==> config.mk <==
export PLATFORM = sky130hd
export DESIGN_NAME = switch_event_queue
export DESIGN_NICKNAME = d
export VERILOG_FILES = /design/src/rtl/switch_event_queue.sv
export SDC_FILE = /design/constraint.sdc
export NUM_CORES = 1
export LEC_CHECK = 0
export CAP_MARGIN = 40
export CORE_UTILIZATION = 52
export CTS_CLUSTER_SIZE = 30
export DETAILED_ROUTE_END_ITERATION = 7
export GPL_TIMING_DRIVEN = 0
export PLACE_DENSITY = 0.79
export SLEW_MARGIN = 30
export SYNTH_ARGS = -nofsm -noshare
export SYNTH_HDL_FRONTEND = slang
export SYNTH_SLANG_ARGS = --single-unit
==> constraint.sdc <==
create_clock -name clk -period 3 [get_ports clk]
set_input_delay 0.45 -clock clk [delete_from_list [all_inputs] [get_ports clk]]
set_output_delay 0.45 -clock clk [all_outputs]
set_load 0.1 [all_outputs]
==> src/rtl/switch_event_queue.sv <==
// Turns level changes on the debounced switch bus into {index, level} events
// and queues them in a small first-word-fall-through FIFO behind a valid/ready port.
module switch_event_queue #(
    parameter int unsigned W     = 18,
    parameter int unsigned IDX_W = 5,
    parameter int unsigned DEPTH = 8,
    parameter int unsigned CNT_W = 4
) (
    input  logic             clk,
    input  logic             n_reset,
    input  logic [W-1:0]     sw_db,
    output logic             ev_valid,
    input  logic             ev_ready,
    output logic [IDX_W-1:0] ev_idx,
    output logic             ev_level,
    output logic [CNT_W-1:0] count,
    output logic             overflow,
    input  logic             clr_overflow
);

    localparam int unsigned PTR_W = (DEPTH > 1) ? $clog2(DEPTH) : 1;

    typedef logic [IDX_W:0] entry_t;

    logic [W-1:0]     sw_prev_q;
    logic [W-1:0]     pending_q;
    logic [W-1:0]     pending_d;
    logic [W-1:0]     chg;
    logic [W-1:0]     served;
    logic [IDX_W-1:0] sel;
    logic [PTR_W-1:0] wr_ptr_q;
    logic [PTR_W-1:0] rd_ptr_q;
    logic [CNT_W-1:0] count_q;
    logic [CNT_W-1:0] count_d;
    logic             overflow_q;
    logic             overflow_d;
    logic             full;
    logic             push;
    logic             pop;
    logic             lost;
    entry_t           head;
    entry_t           mem_q [DEPTH];

    assign chg = sw_db ^ sw_prev_q;

    // Priority pick: lowest pending index wins.
    always_comb begin
        sel = '0;
        for (int i = W - 1; i >= 0; i--) begin
            if (pending_q[i]) begin
                sel = IDX_W'(i);
            end
        end
    end

    assign full     = (count_q == CNT_W'(DEPTH));
    assign ev_valid = (count_q != '0);
    assign pop      = ev_valid & ev_ready;
    assign push     = (|pending_q) & (~full | pop);
    assign served   = push ? (W'(1) << sel) : '0;

    // A change on a bit that is already waiting and not being served this cycle
    // merges into the existing request; the intermediate level is lost.
    assign lost = |(chg & pending_q & ~served);

    always_comb begin
        pending_d  = (pending_q & ~served) | chg;
        overflow_d = overflow_q;
        if (lost) begin
            overflow_d = 1'b1;
        end else if (clr_overflow) begin
            overflow_d = 1'b0;
        end
        count_d = count_q;
        case ({push, pop})
            2'b10:   count_d = count_q + CNT_W'(1);
            2'b01:   count_d = count_q - CNT_W'(1);
            default: count_d = count_q;
        endcase
    end

    always_ff @(posedge clk) begin
        sw_prev_q <= sw_db;
        if (!n_reset) begin
            pending_q  <= '0;
            wr_ptr_q   <= '0;
            rd_ptr_q   <= '0;
            count_q    <= '0;
            overflow_q <= 1'b0;
        end else begin
            pending_q  <= pending_d;
            count_q    <= count_d;
            overflow_q <= overflow_d;
            if (push) begin
                wr_ptr_q <= wr_ptr_q + PTR_W'(1);
            end
            if (pop) begin
                rd_ptr_q <= rd_ptr_q + PTR_W'(1);
            end
        end
    end

    // The stored level is the registered one, i.e. the level at serve time.
    always_ff @(posedge clk) begin
        if (n_reset && push) begin
            mem_q[wr_ptr_q] <= {sel, sw_prev_q[sel]};
        end
    end

    assign head     = mem_q[rd_ptr_q];
    assign ev_idx   = ev_valid ? head[IDX_W:1] : '0;
    assign ev_level = ev_valid & head[0];
    assign count    = count_q;
    assign overflow = overflow_q;

endmodule

==> results.ini, run 1 <==
[timing]
finalCriticalPeriod_ns=2.88
finalSetupTns_ns=0
holdWs_ns=0.509
worstMarginPinSlew_ns=0.765
relSlewSlack_pct=49.0
drv_slew=0
rsz0062_at_grt=false
fin_crit_sh_pct=96.0
worst_slack_ns=0.119
max_freq_ghz=0.347
setup_viol=0
hold_violations=0
skew_ns=0.0126

[pwr]
p_per_area_nw_per_um2=780
peakVddDrop_mv=0.393
finalPower_mw=4.31
p_leak_nw=1.98

[logic_synthesis]
synth_ff_type=dfxtp_1
synth.distinct_cells=64
synth-async-reset-ratio_pct=0
syn_inst=378
ys_seq_elements=98
synth_fp_nets=405
synth_area_um2=4500
synth_top_cell_by_area=edfxtp_1
synth_top_area_share_pct=32.0
synth.area.top_cells=edfxtp_1 (32%), dfxtp_1 (22%), mux4_2 (6.0%)
avgSynthCellArea_um2=11.9
synth_edf_count=48
ys.warnings.count=0
yosysSeqAreaShare_pct=54.2

[grt]
grt_pass1_wl_mm=15.2
grt_max_degree=18
grt_antenna_before_repair=0
grt_usage_pct=23.0
grt_pass1_vias=3049
grt-ovfl-total=0

[critical_path]
path_max_fanout=5
endpoint_kind=flop
worstPathArrival_ns=3.13
worstPathRequired_ns=3.25
crit_type=flop to flop
setup.worst_path.start_class=flop

[floorplan]
fp.dieH_um=95.1
pin_count=34
initial_core_util_pct=54.3
row_count=33
fp.dieW_um=95.1
die-area_um2=9040
coreArea_um2=8300

[finish]
drive_gt1_share_pct=21.5
area.growth.synth_to_final_pct=22.8
seq_area_um2=2450
final_core_util_pct=66.6
multi_input_area_um2=2070
fin_nets=468
nFillCells=624
n_antenna_cell=0

[clock_network]
clk_latency_ns=0.37
path_clk_slew_ns=0.10
numCtsBuffers=9
cts-htree-levels=3
cts_tree=done
clk_path_buf_depth=2
ctsHoldBuffers=0
clockRootBuffer=clkbuf_8
cts.sinks=98

[min_path]
hold_class=flop to flop

[placement]
portBuffers=33
pre_cts_ws_ns=-0.599
gp_congestion=0.904
hpwl_mm=6.93

[detailed_routing]
post-route-drc-count=0
drt-initial-drc-count=124
drtAntennaViolNets=0
viasPerCell=5.75
drt-wirelength-per-cell_um=17.3
drt_first_pass_iters=4
wirelength_mm=9.55
vias=3169

[job]
drv_cap=0

[outcome]
outcome=complete, no violations

registers in the layout, indices dropped and copies added (netlist names), named ones only:
signal     count
overflow       1
sw_prev_q     18
pending_q     18
count          4
wr_ptr_q       3
mem_q         48
rd_ptr_q       3
where the power goes:
part,leakage (nW),switching (mW),internal [mW]
clock network,0.0943,0.462,0.391
logic,1.03,1.09,0.724
registers,0.849,0.114,1.54
total,1.98,1.66,2.65
kinds of logic after synthesis:
logic type | after synthesis | share of synthesized area [%]
and+or+nand+nor | 118 | 15.1
DFF | 98 | 54.2
AOI/OAI and AO/OA | 75 | 11.7
muxes | 30 | 10.0
buffers and inverters | 27 | 2.61
xor gates and xnor gates | 25 | 4.86
adders and majority gates | 5 | 1.56
worst paths after layout:
path	from	endpoint	slack [ns]	depth (start not counted)
max	pending_q[17]	overflow	0.12	8
min	rd_ptr_q[1]	rd_ptr_q[1]	0.51	2
max reg2reg	pending_q[17]	overflow	0.12	8
min reg2reg	rd_ptr_q[1]	rd_ptr_q[1]	0.51	2
per-stage QoR:
step                std cells  area [µm²]
global route              551        5530
global placement          516        5000
detailed placement        531        5210
floorplan                 378        4540
CTS                       549        5460
finish                    551        5530
cells in the final DEF, fill, tap and decap left out, types with 3 or more instances in the layout:
cell type,instances
o21ai_1,3
nor2b_1,6
mux4_2,12
xnor2_1,20
buf_4,4
buf_8,12
clkbuf_1,7
o21ai_0,16
nor4_4,6
a21boi_0,18
ha_1,4
a21oi_1,13
clkbuf_8,9
o22ai_1,3
clkbuf_2,3
and2_1,6
nor2_1,16
nand3_1,10
nor3_1,12
nor2_2,6
clkdlybuf4s50_1,33
dfxtp_2,5
buf_2,5
nand2_1,28
o211ai_1,3
buf_6,3
mux2i_1,17
dfxtp_1,45
inv_1,11
xor2_1,5
edfxtp_1,48
worst max-delay path, cell delays in order, from the launching register on:
cell       delay (ns)
dfxtp_1          0.44
nor2b_1          0.27
o21ai_1          0.15
a2111oi_4        0.48
nor2_1           0.16
o21ai_1          0.17
o211ai_1         0.10
or4_1            0.54
o41a_1           0.45
repair_timing:
item / in CTS / in global routing
cloned: 0 / 0
pin swaps: 2 / 2
hold endpoints to repair: 0 / 0
setup buffers: 2 / 1
resized for setup: 13 / 11
setup endpoints to repair: 16 / 15
routing by layer:
layer	vias up	wire length, µm	global-route usage [%]
met5	-	0	0
met2	88	4990	39.8
li1	1518	-	-
met1	1547	3820	28.3
met4	0	240	8.96
met3	16	500	4.15
cell usage after synthesis, types with 5 or more instances:
library cell,instances
nand2_1,28
inv_1,12
xnor2_1,20
edfxtp_1,48
and2_1,6
a21boi_0,18
o21ai_0,17
dfxtp_1,50
nor2b_1,6
clkbuf_1,9
nand3_1,11
mux4_2,12
a21oi_1,13
nor2_1,22
mux2i_1,17
nor3_1,13
xor2_1,5
layout make-up:
cell class	count	share of cell area, %
Buffer	13	1.43
Clock buffer	11	2.38
Clock inverter	5	1.09
Inverter	13	0.882
Multi-Input combinational cell	253	37.5
Sequential cell	98	44.3
Tap cell	105	2.38
Timing Repair Buffer	53	10.1
No activity file was read; power rests on OpenSTA's default activity.
==> run 2, diff against run 1 <==
--- a/config.mk
+++ b/config.mk
@@ -6,6 +6,7 @@
 export NUM_CORES = 1
 export LEC_CHECK = 0
 export CAP_MARGIN = 40
+export CORE_MARGIN = 2
 export CORE_UTILIZATION = 52
 export CTS_CLUSTER_SIZE = 30
 export DETAILED_ROUTE_END_ITERATION = 7
==> results.ini, run 2 (synthesis results as in run 1) <==
[floorplan]
row_count=33  ; unchanged
coreArea_um2=8300  ; unchanged
fp.dieH_um=97.1  ; +2.1%
fp.dieW_um=97.1  ; +2.1%
die-area_um2=9420  ; +4.3%
pin_count=34  ; unchanged
initial_core_util_pct=54.3  ; unchanged

[clock_network]
cts.sinks=98  ; unchanged
clk_latency_ns=0.36  ; about the same
path_clk_slew_ns=0.09  ; about the same
clk_path_buf_depth=2  ; unchanged
clockRootBuffer=clkbuf_8
numCtsBuffers=9  ; unchanged
cts_tree=done
cts-htree-levels=3  ; unchanged
ctsHoldBuffers=0  ; unchanged

[placement]
placed_cells=531  ; unchanged
gp_congestion=0.907  ; +0.30%
portBuffers=33  ; unchanged
hpwl_mm=6.89  ; -0.57%

[detailed_routing]
post-route-drc-count=0  ; unchanged
wirelength_mm=9.44  ; -1.1%
vias=3138  ; -0.98%
drtAntennaViolNets=0  ; unchanged
drt-initial-drc-count=152  ; +23%
viasPerCell=5.71  ; -0.80%
drt-wirelength-per-cell_um=17.2  ; -0.93%
drt_first_pass_iters=4  ; unchanged

[finish]
final_core_util_pct=66.1  ; -0.54 points
mostFrequentLayoutCell=edfxtp_1
fin_cells=550  ; -0.18%
drive_gt1_share_pct=21.1  ; -0.40 points
fin_nets=467  ; -0.21%
final_cell_mix=edfxtp_1 (48), dfxtp_1 (45), clkdlybuf4s50_1 (33)
largest_reg_flops=48  ; unchanged
top_regs=mem_q (48), pending_q (18), sw_prev_q (18)
area.growth.synth_to_final_pct=21.8
regMostFlops=mem_q
n_antenna_cell=0  ; unchanged

[pwr]
finalPower_mw=4.29  ; -0.59%
p_per_area_nw_per_um2=782  ; +0.23%
p_leak_nw=1.96  ; -0.67%
peakVddDrop_mv=0.407  ; +3.7%

[grt]
grt_usage_pct=20.9  ; -2.1 points
grt_pass1_vias=3157  ; +3.5%
grt-ovfl-total=0  ; unchanged
grt_pass1_wl_mm=15.6  ; +2.6%
grt_max_degree=18  ; unchanged
grt_antenna_before_repair=0  ; unchanged

[min_path]
hold_class=flop to flop

[timing]
skew_ns=0.0102  ; -0.00240 ns
relSlewSlack_pct=47.9  ; -1.1 points
max_freq_ghz=0.343  ; -1.1%
rsz0062_at_grt=true
finalCriticalPeriod_ns=2.91  ; +0.0331 ns
drv_slew=0  ; unchanged
setup_viol=0  ; unchanged
worstMarginPinSlew_ns=0.775  ; +0.0103 ns
hold_violations=0  ; unchanged
fin_crit_sh_pct=97.1  ; +1.1 points

[critical_path]
endpoint_kind=flop
crit_type=input port to flop
worstPathArrival_ns=3.15  ; +0.02 ns
critPathTopFamily=compound AO/OA/AOI/OAI gates
slowest_delay_ns=0.58  ; +0.04 ns
path_max_fanout=7  ; +2
cp_slowest_cell=clkdlybuf4s50_1
worstPathRequired_ns=3.24  ; about the same
crit_path_cell_trace=clkdlybuf4s50_1 -> and3b_1 -> buf_1 -> nor3_2 -> a22oi_1 -> a311oi_2 -> o21ai_0 -> or4_1 -> o41a_1
setup.worst_path.start_class=input port
cp.buffers_inverters=2  ; +2

[job]
drv_cap=0  ; unchanged

[outcome]
outcome=complete, no violations

-- run 2: cell count changes in the layout (fill, tap and decap cells not counted), sizes merged --
cell,delta
clkinv,-1
buf,-1
clkinvlp,+1
-- run 2: stage by stage --
step                      hold WS (ns)  setup WS, ns  area [µm²]  setup TNS [ns]
after floorplan                  0.467        0.0350        4540               0
after global placement           0.493        -0.804        5000           -9.54
after detailed placement         0.515        -0.571        5210           -5.47
after CTS                        0.529       -0.0160        5450         -0.0160
after global routing             0.551       -0.0376        5490          -0.306
final                            0.531        0.0857        5490               0
-- run 2: final timing paths --
| kind | from | endpoint | slack [ns] | cells after the start |
|---|---|---|---|---|
| max | ev_ready | overflow | 0.09 | 9 |
| min reg2reg | count[2] | count[2] | 0.53 | 2 |
| min | count[2] | count[2] | 0.53 | 2 |
| max reg2reg | pending_q[10] | mem_q[2][0] | 0.11 | 10 |
-- run 2: layer usage --
layer / global-route usage, % / wire (µm)
met5: 0 / 0
met4: 8.45 / 222
met3: 3.60 / 449
met2: 36.1 / 4920
met1: 26.0 / 3850
-- run 2: what timing repair did --
| item | 4_1_cts | 5_1_grt |
|---|---|---|
| buffers inserted | 1 | 2 |
| resized for setup | 12 | 5 |
| pin swaps | 1 | 3 |
| setup endpoints to repair | 16 | 15 |
-- run 2: cell type report --
class | count | area (µm²)
fill | 635 | 2810
tap | 105 | 131
buffer | 13 | 76.3
inverter | 13 | 48.8
timing repair buffer | 52 | 553
clock inverter | 5 | 60.1
sequential | 98 | 2450
clock buffer | 11 | 131
multi-input combinational | 253 | 2040
-- run 2: where the power goes --
part	switching, mW	internal (mW)	leakage, nW
clock	0.451	0.391	0.0905
combinational	1.08	0.715	1.02
sequential	0.112	1.54	0.849
-- run 2: worst register-to-register path, cell delays in order (launching register included) --
cell      delay [ns]
dfxtp_1         0.34
buf_6           0.14
and2b_1         0.19
or4_1           0.42
a21oi_1         0.21
o22ai_2         0.16
clkbuf_2        0.33
mux2i_1         0.25
o22ai_1         0.12
o21ai_1         0.26
o311ai_4        0.20
